`src/rtl/paws_rst_seq_if.sv`:
```
// Reset-sequencer bundle: PLL lock/sw request in, per-domain resets and status out.
// Latency: pure wiring, no storage.
// Backpressure: none; every signal is a level or a single-cycle pulse.
interface paws_rst_seq_if #(
  parameter int NUM_DOMAINS = 3
);
  logic                   pll_locked;
  logic                   sw_reset;
  logic [NUM_DOMAINS-1:0] domain_rst_n;
  logic                   all_ready;
  logic                   pll_rst;
  logic [2:0]             seq_state;
  logic [7:0]             lock_loss_count;

  // Driven by the board/PLL and software side; observes the sequencer.
  modport master (
    output pll_locked,
    output sw_reset,
    input  domain_rst_n,
    input  all_ready,
    input  pll_rst,
    input  seq_state,
    input  lock_loss_count
  );

  // The sequencer itself.
  modport slave (
    input  pll_locked,
    input  sw_reset,
    output domain_rst_n,
    output all_ready,
    output pll_rst,
    output seq_state,
    output lock_loss_count
  );
endinterface

```
`src/rtl/paws_rst_seq.sv`:
```
// PLL lock supervisor: filters lock, releases NUM_DOMAINS resets in order, re-resets PLL on timeout.
// Latency: lock_s lags pll_locked by 2 cycles; domain 0 releases LOCK_FILTER cycles after lock_s is seen.
// Backpressure: none; sw_reset is a one-cycle request honoured only while releasing or running.
module paws_rst_seq #(
  parameter int NUM_DOMAINS    = 3,
  parameter int LOCK_FILTER    = 1024,
  parameter int STEP_DELAY     = 16,
  parameter int RELOCK_TIMEOUT = 1048576,
  parameter int PLLRST_PULSE   = 16
) (
  input  logic          clkin,
  input  logic          reset_n,
  paws_rst_seq_if.slave bus
);

  // Shared counter must hold the largest terminal count of any state.
  localparam int MAX_AB = (LOCK_FILTER > STEP_DELAY) ? LOCK_FILTER : STEP_DELAY;
  localparam int MAX_CD = (RELOCK_TIMEOUT > PLLRST_PULSE) ? RELOCK_TIMEOUT : PLLRST_PULSE;
  localparam int MAXP   = (MAX_AB > MAX_CD) ? MAX_AB : MAX_CD;
  localparam int CW     = $clog2(MAXP) + 1;
  localparam int IW     = $clog2(NUM_DOMAINS) + 1;

  // The WAIT_LOCK cycle that first sees lock counts as filter cycle 0, so
  // FILTER (entered with cnt=0) finishes one count early. LOCK_FILTER==1
  // releases straight out of WAIT_LOCK instead.
  localparam int FILT_LAST_I = (LOCK_FILTER >= 2) ? (LOCK_FILTER - 2) : 0;

  localparam logic [CW-1:0] C_FILT_LAST   = CW'(FILT_LAST_I);
  localparam logic [CW-1:0] C_STEP_LAST   = CW'(STEP_DELAY - 1);
  localparam logic [CW-1:0] C_RELOCK_LAST = CW'(RELOCK_TIMEOUT - 1);
  localparam logic [CW-1:0] C_PULSE_LAST  = CW'(PLLRST_PULSE - 1);
  localparam logic [IW-1:0] C_IDX_LAST    = IW'(NUM_DOMAINS - 1);

  typedef enum logic [2:0] {
    S_WAIT_LOCK = 3'd0,
    S_FILTER    = 3'd1,
    S_RELEASE   = 3'd2,
    S_RUN       = 3'd3,
    S_PLLRST    = 3'd4
  } state_t;

  // Registered state and outputs
  logic                   r_sync1;
  logic                   r_sync2;
  state_t                 r_state;
  logic [CW-1:0]          r_cnt;
  logic [IW-1:0]          r_idx;
  logic [NUM_DOMAINS-1:0] r_dom;
  logic                   r_ready;
  logic                   r_pll_rst;
  logic [7:0]             r_loss_cnt;

  // Next-state values
  logic                   w_lock_s;
  logic                   w_active;
  logic                   w_first_rel;
  state_t                 w_state_nxt;
  logic [CW-1:0]          w_cnt_nxt;
  logic [IW-1:0]          w_idx_nxt;
  logic [NUM_DOMAINS-1:0] w_dom_nxt;
  logic                   w_ready_nxt;
  logic [7:0]             w_loss_nxt;

  assign w_lock_s = r_sync2;
  assign w_active = (r_state == S_RELEASE) || (r_state == S_RUN);

  // Two-flop synchroniser for the asynchronous PLL lock.
  always_ff @(posedge clkin or negedge reset_n) begin
    if (!reset_n) begin
      r_sync1 <= 1'b0;
      r_sync2 <= 1'b0;
    end else begin
      r_sync1 <= bus.pll_locked;
      r_sync2 <= r_sync1;
    end
  end

  // Next-state, counter, release mask and loss counter.
  always_comb begin
    w_state_nxt = r_state;
    w_cnt_nxt   = r_cnt + 1'b1;
    w_idx_nxt   = r_idx;
    w_dom_nxt   = r_dom;
    w_ready_nxt = r_ready;
    w_loss_nxt  = r_loss_cnt;
    w_first_rel = 1'b0;

    case (r_state)
      S_WAIT_LOCK: begin
        w_dom_nxt   = '0;
        w_ready_nxt = 1'b0;
        w_idx_nxt   = '0;
        if (w_lock_s) begin
          if (LOCK_FILTER == 1) begin
            w_first_rel = 1'b1;
          end else begin
            w_state_nxt = S_FILTER;
            w_cnt_nxt   = '0;
          end
        end else if (r_cnt == C_RELOCK_LAST) begin
          w_state_nxt = S_PLLRST;
          w_cnt_nxt   = '0;
        end
      end

      S_FILTER: begin
        // A drop while filtering is just an unstable lock, not a loss.
        if (!w_lock_s) begin
          w_state_nxt = S_WAIT_LOCK;
          w_cnt_nxt   = '0;
        end else if (r_cnt == C_FILT_LAST) begin
          w_first_rel = 1'b1;
        end
      end

      S_RELEASE: begin
        if (r_cnt == C_STEP_LAST) begin
          w_dom_nxt = r_dom | (NUM_DOMAINS'(1) << r_idx);
          w_idx_nxt = r_idx + 1'b1;
          w_cnt_nxt = '0;
          if (r_idx == C_IDX_LAST) begin
            w_state_nxt = S_RUN;
            w_ready_nxt = 1'b1;
          end
        end
      end

      S_RUN: begin
        w_cnt_nxt = '0;
      end

      S_PLLRST: begin
        // Lock is deliberately ignored while the PLL is held in reset.
        w_dom_nxt   = '0;
        w_ready_nxt = 1'b0;
        if (r_cnt == C_PULSE_LAST) begin
          w_state_nxt = S_WAIT_LOCK;
          w_cnt_nxt   = '0;
        end
      end

      default: begin
        w_state_nxt = S_WAIT_LOCK;
        w_cnt_nxt   = '0;
        w_idx_nxt   = '0;
        w_dom_nxt   = '0;
        w_ready_nxt = 1'b0;
      end
    endcase

    // End of filtering: domain 0 comes out of reset on this edge.
    if (w_first_rel) begin
      w_dom_nxt = NUM_DOMAINS'(1);
      w_idx_nxt = IW'(1);
      w_cnt_nxt = '0;
      if (NUM_DOMAINS == 1) begin
        w_state_nxt = S_RUN;
        w_ready_nxt = 1'b1;
      end else begin
        w_state_nxt = S_RELEASE;
      end
    end

    // Lock loss outranks a software request arriving on the same edge.
    if (w_active) begin
      if (!w_lock_s) begin
        w_state_nxt = S_WAIT_LOCK;
        w_cnt_nxt   = '0;
        w_idx_nxt   = '0;
        w_dom_nxt   = '0;
        w_ready_nxt = 1'b0;
        if (r_loss_cnt != 8'hFF) begin
          w_loss_nxt = r_loss_cnt + 1'b1;
        end
      end else if (bus.sw_reset) begin
        w_state_nxt = S_FILTER;
        w_cnt_nxt   = '0;
        w_idx_nxt   = '0;
        w_dom_nxt   = '0;
        w_ready_nxt = 1'b0;
      end
    end
  end

  // State, counters and registered outputs.
  always_ff @(posedge clkin or negedge reset_n) begin
    if (!reset_n) begin
      r_state    <= S_WAIT_LOCK;
      r_cnt      <= '0;
      r_idx      <= '0;
      r_dom      <= '0;
      r_ready    <= 1'b0;
      r_pll_rst  <= 1'b0;
      r_loss_cnt <= '0;
    end else begin
      r_state    <= w_state_nxt;
      r_cnt      <= w_cnt_nxt;
      r_idx      <= w_idx_nxt;
      r_dom      <= w_dom_nxt;
      r_ready    <= w_ready_nxt;
      r_pll_rst  <= (w_state_nxt == S_PLLRST);
      r_loss_cnt <= w_loss_nxt;
    end
  end

  assign bus.domain_rst_n    = r_dom;
  assign bus.all_ready       = r_ready;
  assign bus.pll_rst         = r_pll_rst;
  assign bus.seq_state       = r_state;
  assign bus.lock_loss_count = r_loss_cnt;

endmodule
```
`src/flat_wrapper.sv`:
```
// flat-port wrapper written by rule: the top's interface ports become plain ports
module paws_rst_seq_flat 
#(
  parameter int NUM_DOMAINS    = 3,
  parameter int LOCK_FILTER    = 1024,
  parameter int STEP_DELAY     = 16,
  parameter int RELOCK_TIMEOUT = 1048576,
  parameter int PLLRST_PULSE   = 16
)
  (clkin, reset_n, bus_pll_locked, bus_sw_reset, bus_domain_rst_n, bus_all_ready, bus_pll_rst, bus_seq_state, bus_lock_loss_count);
  paws_rst_seq_if #(.NUM_DOMAINS(NUM_DOMAINS)) bus_i ();
  input  logic clkin;
  input  logic reset_n;
  input wire logic [$bits(bus_i.pll_locked)-1:0] bus_pll_locked;
  input wire logic [$bits(bus_i.sw_reset)-1:0] bus_sw_reset;
  output wire logic [$bits(bus_i.domain_rst_n)-1:0] bus_domain_rst_n;
  output wire logic [$bits(bus_i.all_ready)-1:0] bus_all_ready;
  output wire logic [$bits(bus_i.pll_rst)-1:0] bus_pll_rst;
  output wire logic [$bits(bus_i.seq_state)-1:0] bus_seq_state;
  output wire logic [$bits(bus_i.lock_loss_count)-1:0] bus_lock_loss_count;
  assign bus_i.pll_locked = bus_pll_locked;
  assign bus_i.sw_reset = bus_sw_reset;
  assign bus_domain_rst_n = bus_i.domain_rst_n;
  assign bus_all_ready = bus_i.all_ready;
  assign bus_pll_rst = bus_i.pll_rst;
  assign bus_seq_state = bus_i.seq_state;
  assign bus_lock_loss_count = bus_i.lock_loss_count;
  paws_rst_seq #(.NUM_DOMAINS(NUM_DOMAINS), .LOCK_FILTER(LOCK_FILTER), .STEP_DELAY(STEP_DELAY), .RELOCK_TIMEOUT(RELOCK_TIMEOUT), .PLLRST_PULSE(PLLRST_PULSE)) u_core (.clkin(clkin), .reset_n(reset_n), .bus(bus_i));
endmodule
```
`config.mk`:
```
export PLATFORM = sky130hd
export DESIGN_NAME = paws_rst_seq_flat
export DESIGN_NICKNAME = d
export VERILOG_FILES = /design/src/rtl/paws_rst_seq_if.sv /design/src/rtl/paws_rst_seq.sv /design/src/flat_wrapper.sv
export SDC_FILE = /design/constraint.sdc
export NUM_CORES = 1
export LEC_CHECK = 0
export CAP_MARGIN = 20
export CORE_MARGIN = 2
export CORE_UTILIZATION = 45
export CTS_BUF_LIST = sky130_fd_sc_hd__clkbuf_4 sky130_fd_sc_hd__clkbuf_8
export DETAILED_ROUTE_END_ITERATION = 12
export PLACE_DENSITY = 0.69
export REMOVE_ABC_BUFFERS = 1
export SLEW_MARGIN = 20
export SYNTH_ARGS = -nofsm -noshare
export SYNTH_HDL_FRONTEND = slang
export SYNTH_SLANG_ARGS = --single-unit
```
`constraint.sdc`:
```
create_clock -name clkin -period 3.3 [get_ports clkin]
set_clock_uncertainty 0.05 [all_clocks]
set_input_delay 0.66 -clock clkin [delete_from_list [all_inputs] [get_ports clkin]]
set_output_delay 0.66 -clock clkin [all_outputs]
set_load 0.005 [all_outputs]
```
# After elaboration in Yosys (flattened, before gate mapping)
# Cells that the tools add are included.
[word_totals] regBits=42
[op_classes] bitwise_logic=2 n_shift=1 muxes=41 eq_ne=10 addsub=3 reduce_logical=6
[op_table] operator="21-bit two-way mux" count=8
[op_table] operator="21-bit case mux with 3 select lines" count=1
[op_table] operator="3-bit two-way mux" count=20
[op_table] operator="21-bit by 1-bit adder with 21-bit output, second input constant" count=1
[op_table] operator="21-bit by 10-bit equality test with 1-bit output, second input constant" count=1
[op_table] operator="21-bit by 20-bit equality test with 1-bit output, second input constant" count=1
[op_table] operator="21-bit by 4-bit equality test with 1-bit output, second input constant" count=1
[op_table] operator="3-bit case mux with 5 select lines" count=1
[op_table] operator="3-bit case mux with 2 select lines" count=2
[op_table] operator="3-bit by 2-bit equality test with 1-bit output, second input constant" count=3
[op_table] operator="8-bit by 1-bit adder with 8-bit output, second input constant" count=1
[op_table] operator="1-bit two-way mux" count=8
[op_table] operator="8-bit inequality test, second input constant" count=1
[op_table] operator="3-bit equality test, second input constant" count=2
[op_table] operator="2-bit OR reduction" count=2
[op_table] operator="3-bit by 1-bit adder with 3-bit output, second input constant" count=1
[op_table] operator="3-bit by 1-bit equality test with 1-bit output, second input constant" count=1
[op_table] operator="3-bit zero test" count=1
[op_table] operator="3-bit OR" count=1
[op_table] operator="3-bit AND reduction" count=1
[op_table] operator="3-bit OR reduction" count=1
[op_table] operator="1-bit by 3-bit << shifter with 3-bit output, first input constant" count=1
[op_table] operator="1-bit case mux with 2 select lines" count=1
[op_table] operator="1-bit logical OR" count=1
[op_table] operator="1-bit inverter" count=1

# Depth between registers and ports, before layout
# Gate-level depths: netlist of the first run.
[depth] depth_word=9 ltp_mapped=7

# Worst setup path before layout of the first run
# Ideal clock, no wire load.
[synth_timing] kind="reg-to-reg" start="register u_core.r_cnt[4]" end="register u_core.r_cnt[12]" arrival_ns=1.944 setup_slack_ns=1.187 synth_period_minus_slack_ns=2.113 setup_time_ns=0.119 n_path_buf=1 stages_incl_launch_ff=7 cell_sequence="dfrtp_1 > or4_4 > or4_4 > o21ai_2 > a311o_2 > buf_6 > nor2_2"
[synth_via] elab_chain_len=8 elab_cells_between_ends=16 cone_classes="1 x add/sub; 3 x eq/ne; 12 x mux"
[synth_lines] element="start, declared" line_no="paws_rst_seq.sv:46" text="logic [CW-1:0] r_cnt;"
[synth_lines] element="start signal, assigned" line_no="paws_rst_seq.sv:197" text="r_cnt <= w_cnt_nxt;"
[synth_lines] element="21-bit by 1-bit adder with 21-bit output, or another cell as far along" line_no="paws_rst_seq.sv:81" text="w_cnt_nxt = r_cnt + 1'b1;"
[synth_lines] element="21-bit two-way mux or 1-bit two-way mux (tied branches)" line_no="paws_rst_seq.sv:100, paws_rst_seq.sv:111"
[synth_lines] element="21-bit two-way mux or 1-bit two-way mux (tied branches)" line_no="paws_rst_seq.sv:93, paws_rst_seq.sv:108"
[synth_lines] element="21-bit case mux with 3 select lines or 1-bit two-way mux (tied branches)" line_no="paws_rst_seq.sv:88" text="case (r_state)"
[synth_lines] element="21-bit two-way mux (*)" line_no="paws_rst_seq.sv:152" text="if (w_first_rel) begin"
[synth_lines] element="21-bit two-way mux" line_no="paws_rst_seq.sv:175" text="end else if (bus.sw_reset) begin"
[synth_lines] element="21-bit two-way mux" line_no="paws_rst_seq.sv:166" text="if (!w_lock_s) begin"
[synth_lines] element="21-bit two-way mux (*)" line_no="paws_rst_seq.sv:165" text="if (w_active) begin"
[synth_lines] element="named net u_core.w_cnt_nxt[12]" line_no="paws_rst_seq.sv:58" text="logic [CW-1:0] w_cnt_nxt;"
# Mark *: on every way through the listed nets, which the timed path passes. The rest lies on a longest branch.
# A chain may end at the register's enable or synchronous reset.

# Final worst setup path of the first run
[layout_timing] start="register u_core.r_cnt[4]" end="register u_core.r_cnt[10]"
# The elaborated chain is that of the path after synthesis.

==> results of run 1 <==
## through the flow
step	setup WS (ns)	cells	util, %	total power [mW]
finish	0.820	309	54.8	1.07
floorplan	1.07	213	-	0.575
global placement	0.801	301	51.9	0.598
global route	0.678	309	54.8	1.11
CTS	0.823	309	54.8	1.08
detailed placement	0.739	301	51.9	0.600
## worst register-to-register path, delay by kind of cell (launching register included)
family,cells,cell delay [ns]
simple gates,3,1.17
flops,1,0.45
compound gates,2,0.66
## flip-flops by register name, indices dropped and copies added, names as in the netlist
name                        cells
u_core.r_cnt                   21
u_core.bus.lock_loss_count      8
u_core.bus.domain_rst_n         3
u_core.bus.seq_state            3
u_core.r_idx                    3
u_core.bus.all_ready            1
u_core.bus.pll_rst              1
u_core.r_sync1                  1
u_core.r_sync2                  1
## worst max path at each step
stage	cells past startpoint	start	slack [ns]	endpoint
4_1_cts	5	u_core.r_cnt[4]$_DFF_PN0_	0.82	u_core.r_cnt[4]$_DFF_PN0_
6_report	5	u_core.r_cnt[4]$_DFF_PN0_	0.82	u_core.r_cnt[10]$_DFF_PN0_
3_5_place_dp	6	bus_sw_reset	0.74	u_core.r_cnt[9]$_DFF_PN0_
5_1_grt	5	u_core.r_cnt[4]$_DFF_PN0_	0.68	u_core.r_cnt[9]$_DFF_PN0_
3_3_place_gp	6	bus_sw_reset	0.80	u_core.r_cnt[11]$_DFF_PN0_
2_1_floorplan	5	u_core.r_cnt[4]$_DFF_PN0_	1.07	u_core.r_cnt[10]$_DFF_PN0_
## placed cells by master (no fill, tap or decap), drive strengths merged, types with 2 or more instances in the layout
master / instances
a21oi: 8
a31oi: 3
and3: 3
and4: 2
buf: 3
bufinv: 2
clkbuf: 5
clkdlybuf4s50: 18
dfrtp: 42
ha: 7
inv: 5
mux2: 2
nand2: 10
nand2b: 7
nand3: 16
nand4: 9
nor2: 37
nor3: 3
nor4: 11
o21ai: 6
o31ai: 2
or4: 2
xnor2: 16
xor2: 10
## routing by layer
layer  global-route usage, %  vias up  part of all wire [%]
met5                       0        -                     0
met4                    5.45        0                   1.0
met3                    2.85        4                   3.2
met2                    26.7       32                    47
met1                    25.3      799                    49
li1                        -      814                     -
## power by group through the flow
stage | combinational, mW | sequential [mW] | clock, mW
2_1_floorplan | 0.0306 | 0.544 | 0
3_5_place_dp | 0.0524 | 0.547 | 0
6_report | 0.0512 | 0.537 | 0.484
3_3_place_gp | 0.0510 | 0.547 | 0
4_1_cts | 0.0524 | 0.537 | 0.492
5_1_grt | 0.0568 | 0.540 | 0.513
## area by class of cell
cell class	instances	area, um2
well taps	67	83.8
clock inverters	3	68.8
inverters	5	18.8
flip-flops and latches	42	1050
multi-input cells	166	1100
repair buffers	21	200
clock buffers	5	68.8
fillers	425	2130
## kinds of logic (layout without fill, tap and decap cells)
| logic type | Yosys count | in the layout | share of synthesized area (%) |
|---|---|---|---|
| buffers and inverters | 11 | 34 | 2.55 |
| AO/OA/AOI/OAI | 23 | 23 | 6.58 |
| AND/OR/NAND/NOR | 106 | 106 | 27.0 |
| multiplexers | 3 | 3 | 1.47 |
| flip-flops | 42 | 42 | 47.6 |
| adder cells (fa/ha/maj) | 8 | 8 | 4.42 |
| XOR/XNOR | 26 | 26 | 10.3 |
==> report_table.html, run 1 <==
<table>
<tr><th>Metric</th><th>Value</th></tr>
<tr><th colspan="2">Critical path</th></tr>
<tr><td>Worst Reg2Reg Path Length in Cells</td><td>5</td></tr>
<tr><td>Endpoint type of the worst setup path</td><td>flop</td></tr>
<tr><td>Element type at the critical path start</td><td>flop</td></tr>
<tr><td>Startpoint of the most critical register-to-register path</td><td>u_core.r_cnt[4]$_DFF_PN0_</td></tr>
<tr><td>Register-to-register setup slack</td><td>0.82 ns</td></tr>
<tr><td>Req. time, crit path</td><td>between 3 and 4 ns</td></tr>
<tr><td>Startpoint-to-endpoint class of the critical path</td><td>flop to flop</td></tr>
<tr><td>Worst r2r dst</td><td>u_core.r_cnt[10]$_DFF_PN0_</td></tr>
<tr><td>Cell-by-cell listing of the critical path</td><td>or4_4, or4_4, o21ai_2, a311o_2, nor2_1</td></tr>
<tr><td>Max stage delay cell, worst path</td><td>sky130_fd_sc_hd__or4_4</td></tr>
<tr><td>Delay of the slowest cell on the worst path</td><td>about 0.57 ns</td></tr>
<tr><td>Arrival time worst endpoint</td><td>2.58 ns</td></tr>
<tr><td>Critical path's most frequent cell</td><td>sky130_fd_sc_hd__or4_4</td></tr>
<tr><td>Largest driver fanout on the critical path</td><td>21</td></tr>
<tr><td>Delay-heaviest family, CP</td><td>simple AND/OR/NAND/NOR gates</td></tr>
<tr><td>Combined buffer and inverter count along the critical path</td><td>0</td></tr>
<tr><th colspan="2">Global routing</th></tr>
<tr><td>Number of antenna violations at the first check in global routing</td><td>0</td></tr>
<tr><td>Global-route usage over all layers</td><td>17.3%</td></tr>
<tr><td>Global-route wire length before repair</td><td>~7300 um</td></tr>
<tr><td>Maximum number of pins on one net before global-route repair</td><td>43</td></tr>
<tr><td>Vias in the first global route</td><td>about 1600</td></tr>
<tr><td>Leftover overflow at the end of global routing</td><td>0</td></tr>
<tr><th colspan="2">Clock tree</th></tr>
<tr><td>Num Clock Sinks</td><td>42</td></tr>
<tr><td>Clock tree from TritonCTS</td><td>done</td></tr>
<tr><td>Clock latency of the later-clocked register in the worst-skew pair</td><td>slightly below 0.3 ns</td></tr>
<tr><td>Post CTS Setup Buffer Count</td><td>0</td></tr>
<tr><td>Clock transition at the register clock pins on the worst setup and hold paths after CTS</td><td>roughly 0.080 ns</td></tr>
<tr><td>H-tree levels</td><td>2</td></tr>
<tr><td>Number of instances resized during post-cts repair</td><td>0</td></tr>
<tr><td>Clock tree root driver cell</td><td>sky130_fd_sc_hd__clkbuf_8</td></tr>
<tr><td>Maximum number of buffers from clock root to sink</td><td>2</td></tr>
<tr><td>TritonCTS buffer count</td><td>5</td></tr>
<tr><td>CTS Hold Buffers Added</td><td>0</td></tr>
<tr><th colspan="2">Logic synthesis</th></tr>
<tr><td>Share of the synthesized area in the top cell type</td><td>a little under half</td></tr>
<tr><td>Dominant cell by count in the synthesized netlist</td><td>sky130_fd_sc_hd__dfrtp_1</td></tr>
<tr><td>Most instantiated flip-flop cell in the synthesis netlist</td><td>sky130_fd_sc_hd__dfrtp_1</td></tr>
<tr><td>Post-synthesis sequential area ratio</td><td>a little under half</td></tr>
<tr><td>Number of enable-type register cells in the synthesized netlist</td><td>0</td></tr>
<tr><td>Count of yosys warnings during synthesis</td><td>0</td></tr>
<tr><td>Synth async-reset ratio</td><td>100%</td></tr>
<tr><td>Yosys top cell by area</td><td>sky130_fd_sc_hd__dfrtp_1</td></tr>
<tr><td>Number of storage elements in the synthesis netlist</td><td>between 40 and 50</td></tr>
<tr><td>Yosys cell types</td><td>39</td></tr>
<tr><td>Post-synthesis average cell area</td><td>10.1 um2</td></tr>
<tr><td>Top cell types by occurrence after synthesis</td><td>sky130_fd_sc_hd__dfrtp_1 (42), sky130_fd_sc_hd__nor2_1 (27), sky130_fd_sc_hd__nand3_1 (16), sky130_fd_sc_hd__xnor2_1 (16)</td></tr>
<tr><td>Post-synthesis instance total</td><td>219</td></tr>
<tr><td>Top cells by area in the synthesized netlist</td><td>sky130_fd_sc_hd__dfrtp_1 (48%), sky130_fd_sc_hd__xnor2_1 (6.4%), sky130_fd_sc_hd__nor2_1 (4.6%)</td></tr>
<tr><td>Total standard cell area after synthesis</td><td>roughly 0.0022 mm2</td></tr>
<tr><th colspan="2">Drt</th></tr>
<tr><td>Count of TritonRoute iterations in the first routing pass</td><td>4</td></tr>
<tr><td>Routed wirelength normalized by instance count</td><td>roughly 13 um</td></tr>
<tr><td>DRC violation count after routing</td><td>0</td></tr>
<tr><td>Vias</td><td>between 1500 and 2000</td></tr>
<tr><td>Via density</td><td>~5.3</td></tr>
<tr><td>DRC marker count from the first detailed-route iteration</td><td>between 90 and 100</td></tr>
<tr><td>Remaining antenna violation count after routing</td><td>0</td></tr>
<tr><td>Detailed Route WL</td><td>4160 um</td></tr>
<tr><th colspan="2">Finish</th></tr>
<tr><td>Diode count</td><td>0</td></tr>
<tr><td>Layout area overhead</td><td>17.4%</td></tr>
<tr><td>Non-Filler Cell Area, Final</td><td>around 0.0026 mm2</td></tr>
<tr><td>Share of post-route cells with drive strength above 1</td><td>13.2%</td></tr>
<tr><td>Layout net count</td><td>between 200 and 300</td></tr>
<tr><th colspan="2">Die</th></tr>
<tr><td>Total die area</td><td>roughly 0.0055 mm2</td></tr>
<tr><td>Effective utilization at floorplan</td><td>46.7%</td></tr>
<tr><td>Boundary Pins</td><td>20</td></tr>
<tr><td>Area inside the core boundary</td><td>about 0.0047 mm2</td></tr>
<tr><td>Standard-cell row count</td><td>25</td></tr>
<tr><td>Die width</td><td>between 70 and 80 um</td></tr>
<tr><td>Die span in y</td><td>around 74 um</td></tr>
<tr><th colspan="2">STA</th></tr>
<tr><td>TNS Setup</td><td>0 ns</td></tr>
<tr><td>Setup-failing EPs final</td><td>0</td></tr>
<tr><td>Highest clock frequency the design can meet</td><td>between 400 and 500 MHz</td></tr>
<tr><td>RSZ-0062 raised after global routing</td><td>no</td></tr>
<tr><td>Shortest clock period the worst path allows after layout</td><td>2.48 ns</td></tr>
<tr><td>Share of the clock period used by the worst path</td><td>roughly 75%</td></tr>
<tr><td>Remaining max-slew budget at the tightest pin</td><td>39.2%</td></tr>
<tr><td>Max-slew violation count</td><td>0</td></tr>
<tr><td>Hold Slack</td><td>around 0.30 ns</td></tr>
<tr><td>Least-Margin Pin Slew</td><td>roughly 0.91 ns</td></tr>
<tr><td>Final hold violations</td><td>0</td></tr>
<tr><th colspan="2">Worst hold path</th></tr>
<tr><td>Worst min-delay path endpoint</td><td>u_core.r_sync2$_DFF_PN0_</td></tr>
<tr><td>Worst hold path type</td><td>flop to flop</td></tr>
<tr><td>Number of stages on the worst hold path</td><td>0</td></tr>
<tr><td>Hold path startpoint</td><td>u_core.r_sync1$_DFF_PN0_</td></tr>
<tr><th colspan="2">Placed design</th></tr>
<tr><td>Number of buffers inserted by port buffering</td><td>19</td></tr>
<tr><td>Placed Instance Area</td><td>0.00245 mm2</td></tr>
<tr><td>Half-perimeter wire length after detailed placement</td><td>between 2000 and 3000 um</td></tr>
<tr><td>Global placement routability congestion</td><td>0.915</td></tr>
<tr><th colspan="2">Job</th></tr>
<tr><td>Number of max-cap violations</td><td>0</td></tr>
<tr><th colspan="2">Pwr</th></tr>
<tr><td>Internal Dissipation</td><td>~0.85 mW</td></tr>
<tr><td>Power density over the cells</td><td>about 410 mW/mm2</td></tr>
<tr><td>Clock Power Share</td><td>between 40 and 50%</td></tr>
<tr><td>Switching power of the nets</td><td>around 0.23 mW</td></tr>
<tr><td>Sequential Power Share</td><td>roughly 50%</td></tr>
<tr><td>Peak supply drop</td><td>about 0.43 mV</td></tr>
<tr><td>Leakage power</td><td>about 1.1 nW</td></tr>
<tr><td>Switching share of power</td><td>between 20% and 30%</td></tr>
<tr><td>Comb power frac</td><td>under 10%</td></tr>
<tr><th colspan="2">Run status</th></tr>
<tr><td>Result of the run</td><td>complete, no violations</td></tr>
</table>
No activity file was read; power rests on OpenSTA's default activity.
==> run 2, diff against run 1 <==
==> constraint.sdc (replaced) <==
create_clock -name clkin -period 2.4 [get_ports clkin]
set_clock_uncertainty 0.05 [all_clocks]
set_input_delay 0.48 -clock clkin [delete_from_list [all_inputs] [get_ports clkin]]
set_output_delay 0.48 -clock clkin [all_outputs]
set_load 0.005 [all_outputs]
==> run 2 against run 1 <==
  * Global-route usage rose by 0.78 points
  * Count of clock-buffer cells in the layout unchanged
  * Critical path depth stayed put
  * Critical path type unchanged
  * First-iteration DRC count is 31% higher
  * Design area is 1.4% higher
  * Maximum frequency increased by 9.4%
  * Routed wire length rose by 3.4%
==> report_table.html, run 2 (same netlist as run 1, synthesis figures left out) <==
<table>
<tr><th>Metric</th><th>Value</th></tr>
<tr><th colspan="2">Run status</th></tr>
<tr><td>Result of the run</td><td>complete, no violations (unchanged)</td></tr>
<tr><th colspan="2">Clock tree</th></tr>
<tr><td>CTS Hold Buffers Added</td><td>0 (unchanged)</td></tr>
<tr><td>Clock tree root driver cell</td><td>sky130_fd_sc_hd__clkbuf_8 (unchanged)</td></tr>
<tr><td>Post CTS Setup Buffer Count</td><td>0 (unchanged)</td></tr>
<tr><td>Clock latency of the later-clocked register in the worst-skew pair</td><td>0.29 ns (about the same)</td></tr>
<tr><td>Num Clock Sinks</td><td>42 (unchanged)</td></tr>
<tr><td>TritonCTS buffer count</td><td>5 (unchanged)</td></tr>
<tr><td>Maximum number of buffers from clock root to sink</td><td>2 (unchanged)</td></tr>
<tr><td>Number of instances resized during post-cts repair</td><td>0 (unchanged)</td></tr>
<tr><td>Clock transition at the register clock pins on the worst setup and hold paths after CTS</td><td>0.08 ns (about the same)</td></tr>
<tr><td>H-tree levels</td><td>2 (unchanged)</td></tr>
<tr><td>Clock tree from TritonCTS</td><td>done (unchanged)</td></tr>
<tr><th colspan="2">Finish</th></tr>
<tr><td>Number of filler instances in the final layout</td><td>417 (was 425)</td></tr>
<tr><td>Multi-input gate area</td><td>0.00110 mm2 (unchanged)</td></tr>
<tr><td>Top library cells by usage in the layout, fill and taps aside</td><td>sky130_fd_sc_hd__dfrtp_1 (42), sky130_fd_sc_hd__nor2_1 (27), sky130_fd_sc_hd__clkdlybuf4s50_1 (18), sky130_fd_sc_hd__nand3_1 (16), sky130_fd_sc_hd__xnor2_1 (16) (unchanged)</td></tr>
<tr><td>Layout area overhead</td><td>19.1% (was 17.4%)</td></tr>
<tr><td>Core utilization of the finished layout</td><td>55.6% (was 54.8%)</td></tr>
<tr><td>Flip-flop and latch area</td><td>0.00105 mm2 (unchanged)</td></tr>
<tr><td>Share of post-route cells with drive strength above 1</td><td>15.7% (was 13.2%)</td></tr>
<tr><td>Number of flip-flops under the largest register name</td><td>21 (unchanged)</td></tr>
<tr><td>Non-Filler Cell Area, Final</td><td>0.00263 mm2 (was 0.00259 mm2)</td></tr>
<tr><td>Diode count</td><td>0 (unchanged)</td></tr>
<tr><td>Layout net count</td><td>259 (was 252)</td></tr>
<tr><td>Largest Register</td><td>u_core.r_cnt (unchanged)</td></tr>
<tr><td>Commonest non-fill, non-tap cell in the layout</td><td>sky130_fd_sc_hd__dfrtp_1 (unchanged)</td></tr>
<tr><th colspan="2">Critical path</th></tr>
<tr><td>Element type at the critical path start</td><td>flop (unchanged)</td></tr>
<tr><td>Req. time, crit path</td><td>2.56 ns (was 3.40 ns)</td></tr>
<tr><td>Arrival time worst endpoint</td><td>2.43 ns (was 2.58 ns)</td></tr>
<tr><td>Startpoint-to-endpoint class of the critical path</td><td>flop to flop (unchanged)</td></tr>
<tr><td>Startpoint of the most critical register-to-register path</td><td>u_core.r_cnt[4]$_DFF_PN0_ (unchanged)</td></tr>
<tr><td>Endpoint type of the worst setup path</td><td>flop (unchanged)</td></tr>
<tr><td>Worst r2r dst</td><td>u_core.bus.seq_state[0]$_DFF_PN0_ (was u_core.r_cnt[10]$_DFF_PN0_)</td></tr>
<tr><td>Worst setup endpoint</td><td>u_core.bus.seq_state[0]$_DFF_PN0_ (was u_core.r_cnt[10]$_DFF_PN0_)</td></tr>
<tr><td>Startpoint of the worst setup timing path</td><td>u_core.r_cnt[4]$_DFF_PN0_ (unchanged)</td></tr>
<tr><td>Largest driver fanout on the critical path</td><td>6 (was 21)</td></tr>
<tr><td>Register-to-register setup slack</td><td>0.13 ns (was 0.82 ns)</td></tr>
<tr><td>Worst Reg2Reg Path Length in Cells</td><td>5 (unchanged)</td></tr>
<tr><th colspan="2">Drt</th></tr>
<tr><td>Count of TritonRoute iterations in the first routing pass</td><td>4 (unchanged)</td></tr>
<tr><td>Routed wirelength normalized by instance count</td><td>13.6 um (was 13.5 um)</td></tr>
<tr><td>Via density</td><td>5.31 (was 5.34)</td></tr>
<tr><td>Remaining antenna violation count after routing</td><td>0 (unchanged)</td></tr>
<tr><td>DRC violation count after routing</td><td>0 (unchanged)</td></tr>
<tr><td>Vias</td><td>1679 (was 1649)</td></tr>
<tr><td>Detailed Route WL</td><td>4300 um (was 4160 um)</td></tr>
<tr><td>DRC marker count from the first detailed-route iteration</td><td>128 (was 98)</td></tr>
<tr><th colspan="2">STA</th></tr>
<tr><td>Highest clock frequency the design can meet</td><td>441 MHz (was 403 MHz)</td></tr>
<tr><td>Share of the clock period used by the worst path</td><td>94.4% (was 75.2%)</td></tr>
<tr><td>TNS Setup</td><td>0 ns (unchanged)</td></tr>
<tr><td>Setup-failing EPs final</td><td>0 (unchanged)</td></tr>
<tr><td>Shortest clock period the worst path allows after layout</td><td>2.27 ns (was 2.48 ns)</td></tr>
<tr><td>Least-Margin Pin Slew</td><td>0.490 ns (was 0.911 ns)</td></tr>
<tr><td>Remaining max-slew budget at the tightest pin</td><td>67.3% (was 39.2%)</td></tr>
<tr><td>RSZ-0062 raised after global routing</td><td>no (unchanged)</td></tr>
<tr><td>Max-slew violation count</td><td>0 (unchanged)</td></tr>
<tr><td>Final hold violations</td><td>0 (unchanged)</td></tr>
<tr><th colspan="2">Pwr</th></tr>
<tr><td>Leakage power</td><td>1.10 nW (was 1.07 nW)</td></tr>
<tr><td>Total Power Consumption</td><td>1.37 mW (was 1.07 mW)</td></tr>
<tr><td>Peak supply drop</td><td>0.433 mV (was 0.430 mV)</td></tr>
<tr><td>Power density over the cells</td><td>520 mW/mm2 (was 414 mW/mm2)</td></tr>
<tr><th colspan="2">Die</th></tr>
<tr><td>Boundary Pins</td><td>20 (unchanged)</td></tr>
<tr><td>Die width</td><td>74.0 um (unchanged)</td></tr>
<tr><td>Effective utilization at floorplan</td><td>46.7% (unchanged)</td></tr>
<tr><td>Area inside the core boundary</td><td>0.00472 mm2 (unchanged)</td></tr>
<tr><td>Die span in y</td><td>74.0 um (unchanged)</td></tr>
<tr><td>Total die area</td><td>0.00548 mm2 (unchanged)</td></tr>
<tr><td>Standard-cell row count</td><td>25 (unchanged)</td></tr>
<tr><th colspan="2">Global routing</th></tr>
<tr><td>Global-route usage over all layers</td><td>18.1% (was 17.3%)</td></tr>
<tr><td>Number of antenna violations at the first check in global routing</td><td>0 (unchanged)</td></tr>
<tr><td>Vias in the first global route</td><td>1623 (was 1555)</td></tr>
<tr><td>Global-route wire length before repair</td><td>7570 um (was 7350 um)</td></tr>
<tr><td>Maximum number of pins on one net before global-route repair</td><td>24 (was 43)</td></tr>
<tr><td>Leftover overflow at the end of global routing</td><td>0 (unchanged)</td></tr>
<tr><th colspan="2">Job</th></tr>
<tr><td>Number of max-cap violations</td><td>0 (unchanged)</td></tr>
<tr><th colspan="2">Placed design</th></tr>
<tr><td>Number of buffers inserted by port buffering</td><td>19 (unchanged)</td></tr>
<tr><td>Global placement routability congestion</td><td>0.844 (was 0.915)</td></tr>
<tr><td>Half-perimeter wire length after detailed placement</td><td>3170 um (was 2960 um)</td></tr>
<tr><td>Placed Instance Area</td><td>0.00252 mm2 (was 0.00245 mm2)</td></tr>
<tr><th colspan="2">Worst hold path</th></tr>
<tr><td>Worst hold path type</td><td>input pin to asynchronous set/reset pin (was flop to flop)</td></tr>
</table>
## run 2: cell type report
| cell class | count | share of cell area, % |
|---|---|---|
| Tap cell | 67 | 3.19 |
| Inverter | 5 | 0.715 |
| Sequential cell | 42 | 40.0 |
| Clock buffer | 5 | 2.62 |
| Multi-Input combinational cell | 166 | 41.8 |
| Timing Repair Buffer | 28 | 10.1 |
| Clock inverter | 3 | 1.52 |
## run 2: routing by layer
layer	share of wire, %	track usage, %	up-vias
li1	-	-	832
met1	49	24.7	818
met2	46	28.0	23
met3	2.7	4.34	6
met4	1.8	7.27	0
met5	0	0	-
## run 2: worst min path at each step
| stage | cells past startpoint | start | endpoint |
|---|---|---|---|
| 4_1_cts | 1 | reset_n | u_core.bus.seq_state[1]$_DFF_PN0_ |
| 2_1_floorplan | 0 | reset_n | u_core.bus.all_ready$_DFF_PN0_ |
| 3_3_place_gp | 0 | u_core.r_sync1$_DFF_PN0_ | u_core.r_sync2$_DFF_PN0_ |
| 6_report | 1 | reset_n | u_core.bus.seq_state[1]$_DFF_PN0_ |
| 5_1_grt | 1 | reset_n | u_core.bus.seq_state[1]$_DFF_PN0_ |
| 3_5_place_dp | 0 | u_core.r_sync1$_DFF_PN0_ | u_core.r_sync2$_DFF_PN0_ |
## run 2: stage by stage
step,hold WS (ns),cells,setup WS [ns]
after floorplan,0.134,213,0.166
after global placement,0.307,308,0.239
after detailed placement,0.306,308,0.170
after CTS,0.107,316,0.108
after global routing,0.124,316,0.0449
final,0.0906,316,0.134
## run 2: critical path, cell delays in order (launching register included)
cell and delay (ns):
sky130_fd_sc_hd__dfrtp_1 0.44, sky130_fd_sc_hd__or4_4 0.56, sky130_fd_sc_hd__or4_4 0.49, sky130_fd_sc_hd__nor4_4 0.39, sky130_fd_sc_hd__o2111ai_1 0.15, sky130_fd_sc_hd__o21ai_1 0.11
## run 2: power breakdown
group | leakage, nW | internal, mW | switching [mW]
logic | 0.466 | 0.0368 | 0.0464
registers | 0.577 | 0.720 | 0.0194
clock network | 0.0579 | 0.306 | 0.236
total | 1.10 | 1.06 | 0.302
